**src/rtl/snake_pkg.sv**
```systemverilog
// snake_pkg: grid constants, direction/state encodings and coordinate helpers shared by the snake blocks
package snake_pkg;
  localparam int GRID_W = 15;
  localparam int GRID_H = 15;
  localparam int MAX_LEN = 225;
  localparam int INIT_LEN = 3;
  localparam int START_X = 7;
  localparam int START_Y = 7;
  typedef enum logic [1:0] {UP = 2'd0, DOWN = 2'd1, LEFT = 2'd2, RIGHT = 2'd3} dir_t;
  typedef enum logic [1:0] {IDLE = 2'd0, CALC = 2'd1, SCAN = 2'd2, COMMIT = 2'd3} state_t;
  typedef struct packed {
    logic [3:0] x;
    logic [3:0] y;
  } coord_t;
  function automatic coord_t init_coord(int i);
    coord_t c;
    c = '0;
    if (i < INIT_LEN) begin
      c.x = 4'(START_X - i);
      c.y = 4'(START_Y);
    end
    return c;
  endfunction
  function automatic logic [8:0] step_coord(coord_t c, dir_t d);
    logic [3:0] x;
    logic [3:0] y;
    logic wall;
    x = d == LEFT ? (c.x == 4'd0 ? 4'(GRID_W - 1) : c.x - 4'd1) :
        d == RIGHT ? (c.x == 4'(GRID_W - 1) ? 4'd0 : c.x + 4'd1) : c.x;
    y = d == UP ? (c.y == 4'd0 ? 4'(GRID_H - 1) : c.y - 4'd1) :
        d == DOWN ? (c.y == 4'(GRID_H - 1) ? 4'd0 : c.y + 4'd1) : c.y;
    wall = (d == LEFT && c.x == 4'd0) || (d == RIGHT && c.x == 4'(GRID_W - 1)) ||
           (d == UP && c.y == 4'd0) || (d == DOWN && c.y == 4'(GRID_H - 1));
    return {x, y, wall};
  endfunction
endpackage

```
**src/rtl/snake_body_engine_if.sv**
```systemverilog
// snake_body_engine_if: control, button, food and renderer signals of the snake body engine
interface snake_body_engine_if;
  logic Init;
  logic Run;
  logic Move_tick;
  logic Btn_U;
  logic Btn_D;
  logic Btn_L;
  logic Btn_R;
  logic [3:0] Food_X;
  logic [3:0] Food_Y;
  logic [7:0] Rd_idx;
  logic [3:0] Rd_X;
  logic [3:0] Rd_Y;
  logic Rd_valid;
  logic [3:0] Head_X;
  logic [3:0] Head_Y;
  logic [7:0] Length;
  logic Collision;
  logic Food_eaten;
  logic Busy;
  modport master (
    output Init, Run, Move_tick, Btn_U, Btn_D, Btn_L, Btn_R, Food_X, Food_Y, Rd_idx,
    input Rd_X, Rd_Y, Rd_valid, Head_X, Head_Y, Length, Collision, Food_eaten, Busy
  );
  modport slave (
    input Init, Run, Move_tick, Btn_U, Btn_D, Btn_L, Btn_R, Food_X, Food_Y, Rd_idx,
    output Rd_X, Rd_Y, Rd_valid, Head_X, Head_Y, Length, Collision, Food_eaten, Busy
  );
endinterface

```
**src/rtl/snake_dir_latch.sv**
```systemverilog
// snake_dir_latch: direction buttons with U>D>L>R priority, reversal rejection, dir updated on commit
module snake_dir_latch
  import snake_pkg::*;
(
  input  logic Clk,
  input  logic Reset,
  input  logic Init,
  input  logic btn_u,
  input  logic btn_d,
  input  logic btn_l,
  input  logic btn_r,
  input  logic commit,
  output dir_t pend
);
  dir_t dir_q, dir_d, pend_q, pend_d, sel;
  logic take;
  always_comb begin
    sel = btn_u ? UP : btn_d ? DOWN : btn_l ? LEFT : RIGHT;
    take = (btn_u | btn_d | btn_l | btn_r) && (sel != dir_t'(dir_q ^ 2'd1));
    pend_d = Init ? RIGHT : take ? sel : pend_q;
    dir_d = Init ? RIGHT : commit ? pend_q : dir_q;
  end
  always_ff @(posedge Clk or posedge Reset) begin
    if (Reset) begin
      dir_q <= RIGHT;
      pend_q <= RIGHT;
    end else begin
      dir_q <= dir_d;
      pend_q <= pend_d;
    end
  end
  assign pend = pend_q;
endmodule

```
**src/rtl/snake_body_engine.sv**
```systemverilog
// snake_body_engine: snake segment store and step engine (define WRAP_WALLS_EN for wrapping walls)
module snake_body_engine
  import snake_pkg::*;
(
  input logic Clk,
  input logic Reset,
  snake_body_engine_if.slave bus
);
  coord_t seg_q [MAX_LEN];
  coord_t seg_d [MAX_LEN];
  coord_t nxt_q, nxt_d, step_c, rd_c;
  state_t state_q, state_d;
  logic [7:0] length_q, length_d, idx_q, idx_d, limit_q, limit_d, food_c;
  logic grow_q, grow_d, collision_q, collision_d, food_eaten_q, food_eaten_d;
  logic [8:0] step_w;
  logic wall_c, grow_c, commit;
  dir_t pend;
  snake_dir_latch u_dir (
    .Clk(Clk),
    .Reset(Reset),
    .Init(bus.Init),
    .btn_u(bus.Btn_U),
    .btn_d(bus.Btn_D),
    .btn_l(bus.Btn_L),
    .btn_r(bus.Btn_R),
    .commit(commit),
    .pend(pend)
  );
  assign step_w = step_coord(seg_q[0], pend);
  assign step_c = step_w[8:1];
`ifdef WRAP_WALLS_EN
  assign wall_c = 1'b0;
`else
  assign wall_c = step_w[0];
`endif
  assign food_c = {bus.Food_X, bus.Food_Y};
  assign grow_c = step_c == food_c;
  always_comb begin
    seg_d = seg_q;
    state_d = state_q;
    nxt_d = nxt_q;
    grow_d = grow_q;
    idx_d = idx_q;
    limit_d = limit_q;
    length_d = length_q;
    collision_d = collision_q;
    food_eaten_d = 1'b0;
    commit = 1'b0;
    if (bus.Init) begin
      for (int i = 0; i < MAX_LEN; i++) seg_d[i] = init_coord(i);
      state_d = IDLE;
      length_d = 8'(INIT_LEN);
      collision_d = 1'b0;
    end else begin
      case (state_q)
        IDLE: state_d = bus.Move_tick && bus.Run && !collision_q ? CALC : IDLE;
        CALC: begin
          nxt_d = step_c;
          grow_d = grow_c;
          idx_d = 8'd0;
          limit_d = length_q - (grow_c ? 8'd1 : 8'd2);
          collision_d = wall_c;
          state_d = wall_c ? IDLE : SCAN;
        end
        SCAN: begin
          collision_d = seg_q[idx_q] == nxt_q;
          state_d = seg_q[idx_q] == nxt_q ? IDLE : idx_q == limit_q ? COMMIT : SCAN;
          idx_d = idx_q + 8'd1;
        end
        default: begin
          for (int i = 1; i < MAX_LEN; i++) seg_d[i] = seg_q[i - 1];
          seg_d[0] = nxt_q;
          commit = 1'b1;
          length_d = grow_q && length_q != 8'(MAX_LEN) ? length_q + 8'd1 : length_q;
          food_eaten_d = grow_q;
          state_d = IDLE;
        end
      endcase
    end
  end
  always_ff @(posedge Clk or posedge Reset) begin
    if (Reset) begin
      for (int i = 0; i < MAX_LEN; i++) seg_q[i] <= init_coord(i);
      state_q <= IDLE;
      nxt_q <= '0;
      grow_q <= 1'b0;
      idx_q <= '0;
      limit_q <= '0;
      length_q <= 8'(INIT_LEN);
      collision_q <= 1'b0;
      food_eaten_q <= 1'b0;
    end else begin
      seg_q <= seg_d;
      state_q <= state_d;
      nxt_q <= nxt_d;
      grow_q <= grow_d;
      idx_q <= idx_d;
      limit_q <= limit_d;
      length_q <= length_d;
      collision_q <= collision_d;
      food_eaten_q <= food_eaten_d;
    end
  end
  assign rd_c = bus.Rd_idx < 8'(MAX_LEN) ? seg_q[bus.Rd_idx] : '0;
  assign bus.Rd_X = rd_c.x;
  assign bus.Rd_Y = rd_c.y;
  assign bus.Rd_valid = bus.Rd_idx < length_q;
  assign bus.Head_X = seg_q[0].x;
  assign bus.Head_Y = seg_q[0].y;
  assign bus.Length = length_q;
  assign bus.Collision = collision_q;
  assign bus.Food_eaten = food_eaten_q;
  assign bus.Busy = state_q != IDLE;
endmodule

```
**src/flat_wrapper.sv**
```systemverilog
// flat-port wrapper written by rule: the top's interface ports become plain ports
module snake_body_engine_flat import snake_pkg::*;
  (Clk, Reset, bus_Init, bus_Run, bus_Move_tick, bus_Btn_U, bus_Btn_D, bus_Btn_L, bus_Btn_R, bus_Food_X, bus_Food_Y, bus_Rd_idx, bus_Rd_X, bus_Rd_Y, bus_Rd_valid, bus_Head_X, bus_Head_Y, bus_Length, bus_Collision, bus_Food_eaten, bus_Busy);
  snake_body_engine_if bus_i ();
  input logic Clk;
  input logic Reset;
  input wire logic [$bits(bus_i.Init)-1:0] bus_Init;
  input wire logic [$bits(bus_i.Run)-1:0] bus_Run;
  input wire logic [$bits(bus_i.Move_tick)-1:0] bus_Move_tick;
  input wire logic [$bits(bus_i.Btn_U)-1:0] bus_Btn_U;
  input wire logic [$bits(bus_i.Btn_D)-1:0] bus_Btn_D;
  input wire logic [$bits(bus_i.Btn_L)-1:0] bus_Btn_L;
  input wire logic [$bits(bus_i.Btn_R)-1:0] bus_Btn_R;
  input wire logic [$bits(bus_i.Food_X)-1:0] bus_Food_X;
  input wire logic [$bits(bus_i.Food_Y)-1:0] bus_Food_Y;
  input wire logic [$bits(bus_i.Rd_idx)-1:0] bus_Rd_idx;
  output wire logic [$bits(bus_i.Rd_X)-1:0] bus_Rd_X;
  output wire logic [$bits(bus_i.Rd_Y)-1:0] bus_Rd_Y;
  output wire logic [$bits(bus_i.Rd_valid)-1:0] bus_Rd_valid;
  output wire logic [$bits(bus_i.Head_X)-1:0] bus_Head_X;
  output wire logic [$bits(bus_i.Head_Y)-1:0] bus_Head_Y;
  output wire logic [$bits(bus_i.Length)-1:0] bus_Length;
  output wire logic [$bits(bus_i.Collision)-1:0] bus_Collision;
  output wire logic [$bits(bus_i.Food_eaten)-1:0] bus_Food_eaten;
  output wire logic [$bits(bus_i.Busy)-1:0] bus_Busy;
  assign bus_i.Init = bus_Init;
  assign bus_i.Run = bus_Run;
  assign bus_i.Move_tick = bus_Move_tick;
  assign bus_i.Btn_U = bus_Btn_U;
  assign bus_i.Btn_D = bus_Btn_D;
  assign bus_i.Btn_L = bus_Btn_L;
  assign bus_i.Btn_R = bus_Btn_R;
  assign bus_i.Food_X = bus_Food_X;
  assign bus_i.Food_Y = bus_Food_Y;
  assign bus_i.Rd_idx = bus_Rd_idx;
  assign bus_Rd_X = bus_i.Rd_X;
  assign bus_Rd_Y = bus_i.Rd_Y;
  assign bus_Rd_valid = bus_i.Rd_valid;
  assign bus_Head_X = bus_i.Head_X;
  assign bus_Head_Y = bus_i.Head_Y;
  assign bus_Length = bus_i.Length;
  assign bus_Collision = bus_i.Collision;
  assign bus_Food_eaten = bus_i.Food_eaten;
  assign bus_Busy = bus_i.Busy;
  snake_body_engine u_core (.Clk(Clk), .Reset(Reset), .bus(bus_i));
endmodule
```
**config.mk**
```make
export PLATFORM = sky130hd
export DESIGN_NAME = snake_body_engine_flat
export DESIGN_NICKNAME = d
export VERILOG_FILES = /design/src/rtl/snake_pkg.sv /design/src/rtl/snake_body_engine_if.sv /design/src/rtl/snake_dir_latch.sv /design/src/rtl/snake_body_engine.sv /design/src/flat_wrapper.sv
export SDC_FILE = /design/constraint.sdc
export NUM_CORES = 2
export LEC_CHECK = 0
export CAP_MARGIN = 20
export CELL_PAD_IN_SITES_DETAIL_PLACEMENT = 1
export CELL_PAD_IN_SITES_GLOBAL_PLACEMENT = 1
export CORE_ASPECT_RATIO = 0.5
export CORE_UTILIZATION = 48
export CTS_CLUSTER_SIZE = 40
export DETAILED_ROUTE_END_ITERATION = 16
export GPL_TIMING_DRIVEN = 0
export PLACE_DENSITY_LB_ADDON = 0.12
export SLEW_MARGIN = 20
export SYNTH_ARGS = -nofsm -noshare
export SYNTH_HDL_FRONTEND = slang
export SYNTH_SLANG_ARGS = --single-unit
```
**constraint.sdc**
```tcl
create_clock -name Clk -period 55.3 [get_ports Clk]
set_input_delay 8.295 -clock Clk [delete_from_list [all_inputs] [get_ports Clk]]
set_output_delay 8.295 -clock Clk [all_outputs]
set_load 0.01 [all_outputs]
```
; ---- Yosys cells after proc, flatten, opt, wreduce, memory -nomap -nowiden
; Index checks and enable logic that the tools add are counted.
[totals]
out_inout_bits = 28
wordCells = 559
inputBits = 25
ff_bits = 1841
[op_classes]
n_eq_ne = 13
bitwise = 7
muxes = 41
reduce_logical = 26
n_lt_le_gt_ge = 4
n_addsub = 7
[ops]
columns = operator, count
row1 = 1800-bit 2-to-1 mux, 2
row2 = 8-bit binary-select mux with 8-bit select, 2
row3 = 8-bit 2-to-1 mux, 8
row4 = 4-bit 2-to-1 mux, 8
row5 = 8-bit == test, 3
row6 = 2-bit 2-to-1 mux, 10
row7 = 9-bit greater-or-equal comparator (second input constant), 2
row8 = 8-bit NOT with 9-bit output, 2
row9 = 8-bit by 1-bit adder with 8-bit output (second input constant), 2
row10 = 8-bit case mux with 2 select lines, 1
row11 = 2-bit nonzero test, 5
row12 = 4-bit by 1-bit adder with 4-bit output (second input constant), 2
row13 = 4-bit == test (second input constant), 2
row14 = 1-bit logical AND, 8
row15 = 4-bit zero test, 2
row16 = 8-bit less-than comparator, 1
row17 = 8-bit less-than comparator (second input constant), 1
row18 = 1-bit 2-to-1 mux, 8
row19 = 8-bit inequality test (second input constant), 1
row20 = 4-bit by 1-bit subtractor with 4-bit output (second input constant), 2
row21 = 8-bit subtractor, 1
row22 = 2-bit == test (second input constant), 3
row23 = 2-bit case mux with 3 select lines, 1
row24 = 2-bit AND reduction, 3
row25 = 11 further kinds, 18

; ---- Logic depth before layout (Yosys ltp)
[depth]
word_depth = 8
ltp_mapped = 18
depth_no_buf = 18

; ---- Modules after synthesis
; A second synthesis with hierarchy kept.
[hier_totals]
cells_unflattened = 8270
area_unflattened_um2 = 103204.0
[by_module_without_submodules]
columns = module, seq_area_each_um2, instances, cells_each, area_per_inst_um2
row1 = snake_body_engine, 45991.6, 1, 8241, 102931.2
row2 = snake_dir_latch, 105.1, 1, 29, 272.8

; ---- Worst setup path before layout
; OpenSTA, ideal clock, no wires.
[synth_path]
path_type = input -> output
start = in bus_Rd_idx[0]
end = out bus_Rd_X[0]
path_stages = 9
arrival_ns = 11.159
path_slack_ns = 35.846
n_path_buf = 4
cell_sequence = buf_2 -> buf_2 -> buf_2 -> buf_1 -> mux4_2 -> mux4_2 -> mux2i_1 -> o21ai_0 -> mux4_2
[synth_between]
elab_chain_cells = 5
word_cells_on_any_way = 6
classes_between = 1 x order compare / 4 x mux / 1 x bitwise
[synth_rtl]
columns = element, line_no
row1 = "start, declared", flat_wrapper.sv:16  ; input wire logic [$bits(bus_i.Rd_idx)-1:0] bus_Rd_idx;
row2 = 8-bit NOT with 9-bit output (implied by the code), snake_body_engine.sv:104  ; assign rd_c = bus.Rd_idx < 8'(MAX_LEN) ? seg_q[bus.Rd_idx] : '0;
row3 = 8-bit binary-select mux with 8-bit select, snake_body_engine.sv:104
row4 = 8-bit 2-to-1 mux (implied by the code) (2 in series), snake_body_engine.sv:104
row5 = 8-bit 2-to-1 mux (*), snake_body_engine.sv:104
row6 = "end, declared", flat_wrapper.sv:17  ; output wire logic [$bits(bus_i.Rd_X)-1:0] bus_Rd_X;
; Mark *: on every way between the ends. The rest lies on a longest branch, timed or not. The select of a mux whose other input is x is not followed.

; ---- Final worst setup path
[layout_path]
start = in bus_Rd_idx[1]
end = out bus_Rd_X[0]
; Same word-level chain as after synthesis.

==> metrics.yaml <==
setup_path:
  end_kind: "primary output"
  crit_path_max_fanout: 10
  arrival_ns: 15.72
  required_ns: 47.01
  start_kind: "input port"
  crit_type: "in2out"
  rr_worst_depth: 14
  reg2reg_from: "u_core.idx_q[1]"
  r2r_end: "u_core.state_q[1]"
  r2r_setup_slack_ns: 48.16
layout:
  layout.nets: 8615
  layout_commonest_cell: "mux2i_1"
  area_growth_pct: 13.1
  final_cells: 11600
  drive_gt1_share_pct: 20.0
  fillCellCount: 21200
  design_area_mm2: 0.116
  layout_common_cells: "mux2i_1, nor2_1, dfrtp_1, mux4_2, clkbuf_1"
  fin_util_pct: 55.0
logic_synthesis:
  synthArstFlopShare_pct: 100
  ys_warn_count: 0
  netlist_area_mm2: 0.103
  synth_edf_count: 0
  synth_cell_types: 71
  synthesis.nets: 8229
  seq_area_frac_synth_pct: 44.7
  syn_area_per_cell_um2: 12.6
  synthCells: 8179
  ys_ff_latch: 1841
  synth_flop_cell: "dfrtp_1"
timing:
  fmax_mhz: 41.6
  worst_slew_pin_slew_ns: 1.41
  finalSetupTns_ns: 0
  finalClockSkew_ns: 0.0423
  whs_ns: 0.551
  rsz0062_at_grt: "no"
  finalSetupViolCount: 0
  slew_headroom_pct: 5.80
  finalMaxSlewViolations: 0
  timing.final.crit_period_ns: 24.01
  finalHoldViolations: 0
  period_share_pct: 43.4
  postLayoutSetupSlackWorst_ns: 31.29
routing:
  drt_iter0_drc: 14000
  ant_nets: 0
  routed_wirelength_um: 504000
  avgRoutedWirePerCell_um: 43.4
  drc: 0
  vias_per_cell: 7.25
  vias: 84100
  dr.pass1.iters: 6
worst_hold_path:
  worstHoldPathCells: 2
  hp-start: "u_core.grow_q"
  hold_path_end: "u_core.grow_q"
  hold_path.class: "reg2reg"
grt:
  grt_pass1_vias: 80200
  grt_usage_pct: 46.4
  antenna_found_initial: 76
  grt_pass1_wl_um: 685000
  grt_overflow_total: 0
  grt_max_degree: 35
pwr:
  pwr-share-comb_pct: 13.0
  p_leak_nw: 45.0
  p_clk_share_pct: 42.7
  pwr-share-seq_pct: 44.2
  p_sw_share_pct: 29.5
  p_sw_mw: 0.906
  ir_drop_v: 0.0000293
  p_per_area_mw_per_mm2: 26.4
  power.internal_mw: 2.17
  finalPower_mw: 3.07
placed_design:
  place_congestion: 1.07
  postPlaceCellArea_mm2: 0.110
  place_inst: 11200
  port_buffers: 50
  hpwl_um: 375000
  pre_cts_slack_ns: 31.76
floorplanning:
  start_util_pct: 48.6
  fp.dieW_um: 657
  std_cell_rows: 119
  num_io_pins: 53
  core_mm2: 0.212
  dieArea_mm2: 0.217
  die_y_um: 330
outcome:
  status: "complete, no violations"
clock_tree:
  clk_pin_slew_worst_paths_ns: 0.07
  clockBufferDepth: 4
  clock_sinks: 1841
  cts_max_level: 4
  cts_resized: 0
  numCtsBuffers: 183
  cts_root_buf: "clkbuf_16"
  cts_setup_buffers: 0
  cts_tree: "yes"
  ctsHoldBuffers: 0
  clk_latency_ns: 0.92
job:
  cap_viol_max_count: 0
[power groups by stage]
stage / Clock, mW / Sequential [mW] / Combinational [mW]
2_1_floorplan: 0 / 1.38 / 0.178
3_3_place_gp: 0 / 1.39 / 0.357
3_5_place_dp: 0 / 1.38 / 0.375
4_1_cts: 1.30 / 1.36 / 0.375
5_1_grt: 1.35 / 1.36 / 0.393
6_report: 1.31 / 1.36 / 0.401
[synthesized netlist by cell type (all sizes together), types with 9 or more instances]
master	number	share of area, %
mux2i	1970	19
nor2	1836	6.7
dfrtp	1819	44
mux4	950	21
clkbuf	450	1.6
buf	284	1.5
nand2	112	0.41
a22oi	69	0.50
o21ai	65	0.32
a21oi	54	0.26
o22ai	54	0.33
a211oi	46	0.34
mux2	39	0.43
inv	37	0.13
nand3	33	0.16
o221ai	32	0.27
nor3	28	0.14
ha	24	0.29
xnor2	23	0.20
dfstp	22	0.56
a22o	21	0.18
a221oi	18	0.16
a31oi	15	0.091
xor2	15	0.13
nor2b	14	0.085
nand2b	12	0.073
o211ai	11	0.080
nand4	10	0.061
o32ai	9	0.077
[flip-flops by register name (all words and copies together), names as in the netlist]
name and flops:
u_core.bus.Head_Y 4, u_core.bus.Length 8, u_core.idx_q 8, u_core.nxt_q 8, u_core.seg_q 1792, u_core.bus.Food_eaten 1
u_core.u_dir.dir_q 2, u_core.bus.Head_X 4, u_core.grow_q 1, u_core.state_q 2, u_core.bus.Collision 1, u_core.limit_q 8
u_core.u_dir.pend 2
[cell families after synthesis]
| group | synth area share [%] |
|---|---|
| mux | 40.3 |
| xor+xnor | 0.323 |
| simple gates | 7.91 |
| compound gates | 3.12 |
| buf+inv | 3.26 |
| fa+ha+maj | 0.311 |
| flops | 44.7 |
[layer usage]
layer	track usage, %	vias up	wire length (um)	part of all wire (%)
met5	2.15	-	1160	0.23
met4	25.4	72	33000	6.5
met3	27.2	1537	87100	17
met2	58.9	6688	192000	38
met1	61.0	44800	191000	38
li1	-	31000	-	-
[layout make-up]
class                   instances  area, um^2  area share (%)
well taps                    2843        3560            3.05
multi-input cells            5564       53700            46.1
clock buffers                 285        5610            4.81
repair buffers                201        3530            3.03
clock inverters                32         304           0.261
diodes                         70         175           0.150
flip-flops and latches       1841       46100            39.6
inverters                      40         154           0.132
plain buffers                 734        3400            2.92
[worst max-delay path by stage]
stage,to,slack (ns),depth (start not counted),startpoint
5_1_grt,bus_Rd_Y[0],31.77,11,bus_Rd_idx[1]
2_1_floorplan,u_core.bus.Collision,21.48,1,Reset
3_5_place_dp,bus_Rd_X[0],31.76,11,bus_Rd_idx[1]
3_3_place_gp,u_core.seg_q[108],8.27,2,Reset
6_report,bus_Rd_X[0],31.29,11,bus_Rd_idx[1]
4_1_cts,bus_Rd_X[0],31.76,11,bus_Rd_idx[1]
[worst max-delay path, stage by stage]
cell,delay [ns]
clkdlybuf4s50_1,0.59
clkbuf_1,1.01
clkbuf_1,0.96
clkbuf_1,0.88
clkbuf_1,0.91
mux4_2,0.50
mux4_2,0.53
mux2i_1,0.33
o21ai_0,0.45
mux4_2,0.68
clkdlybuf4s50_1,0.50
(Power assumes the default switching activity.)
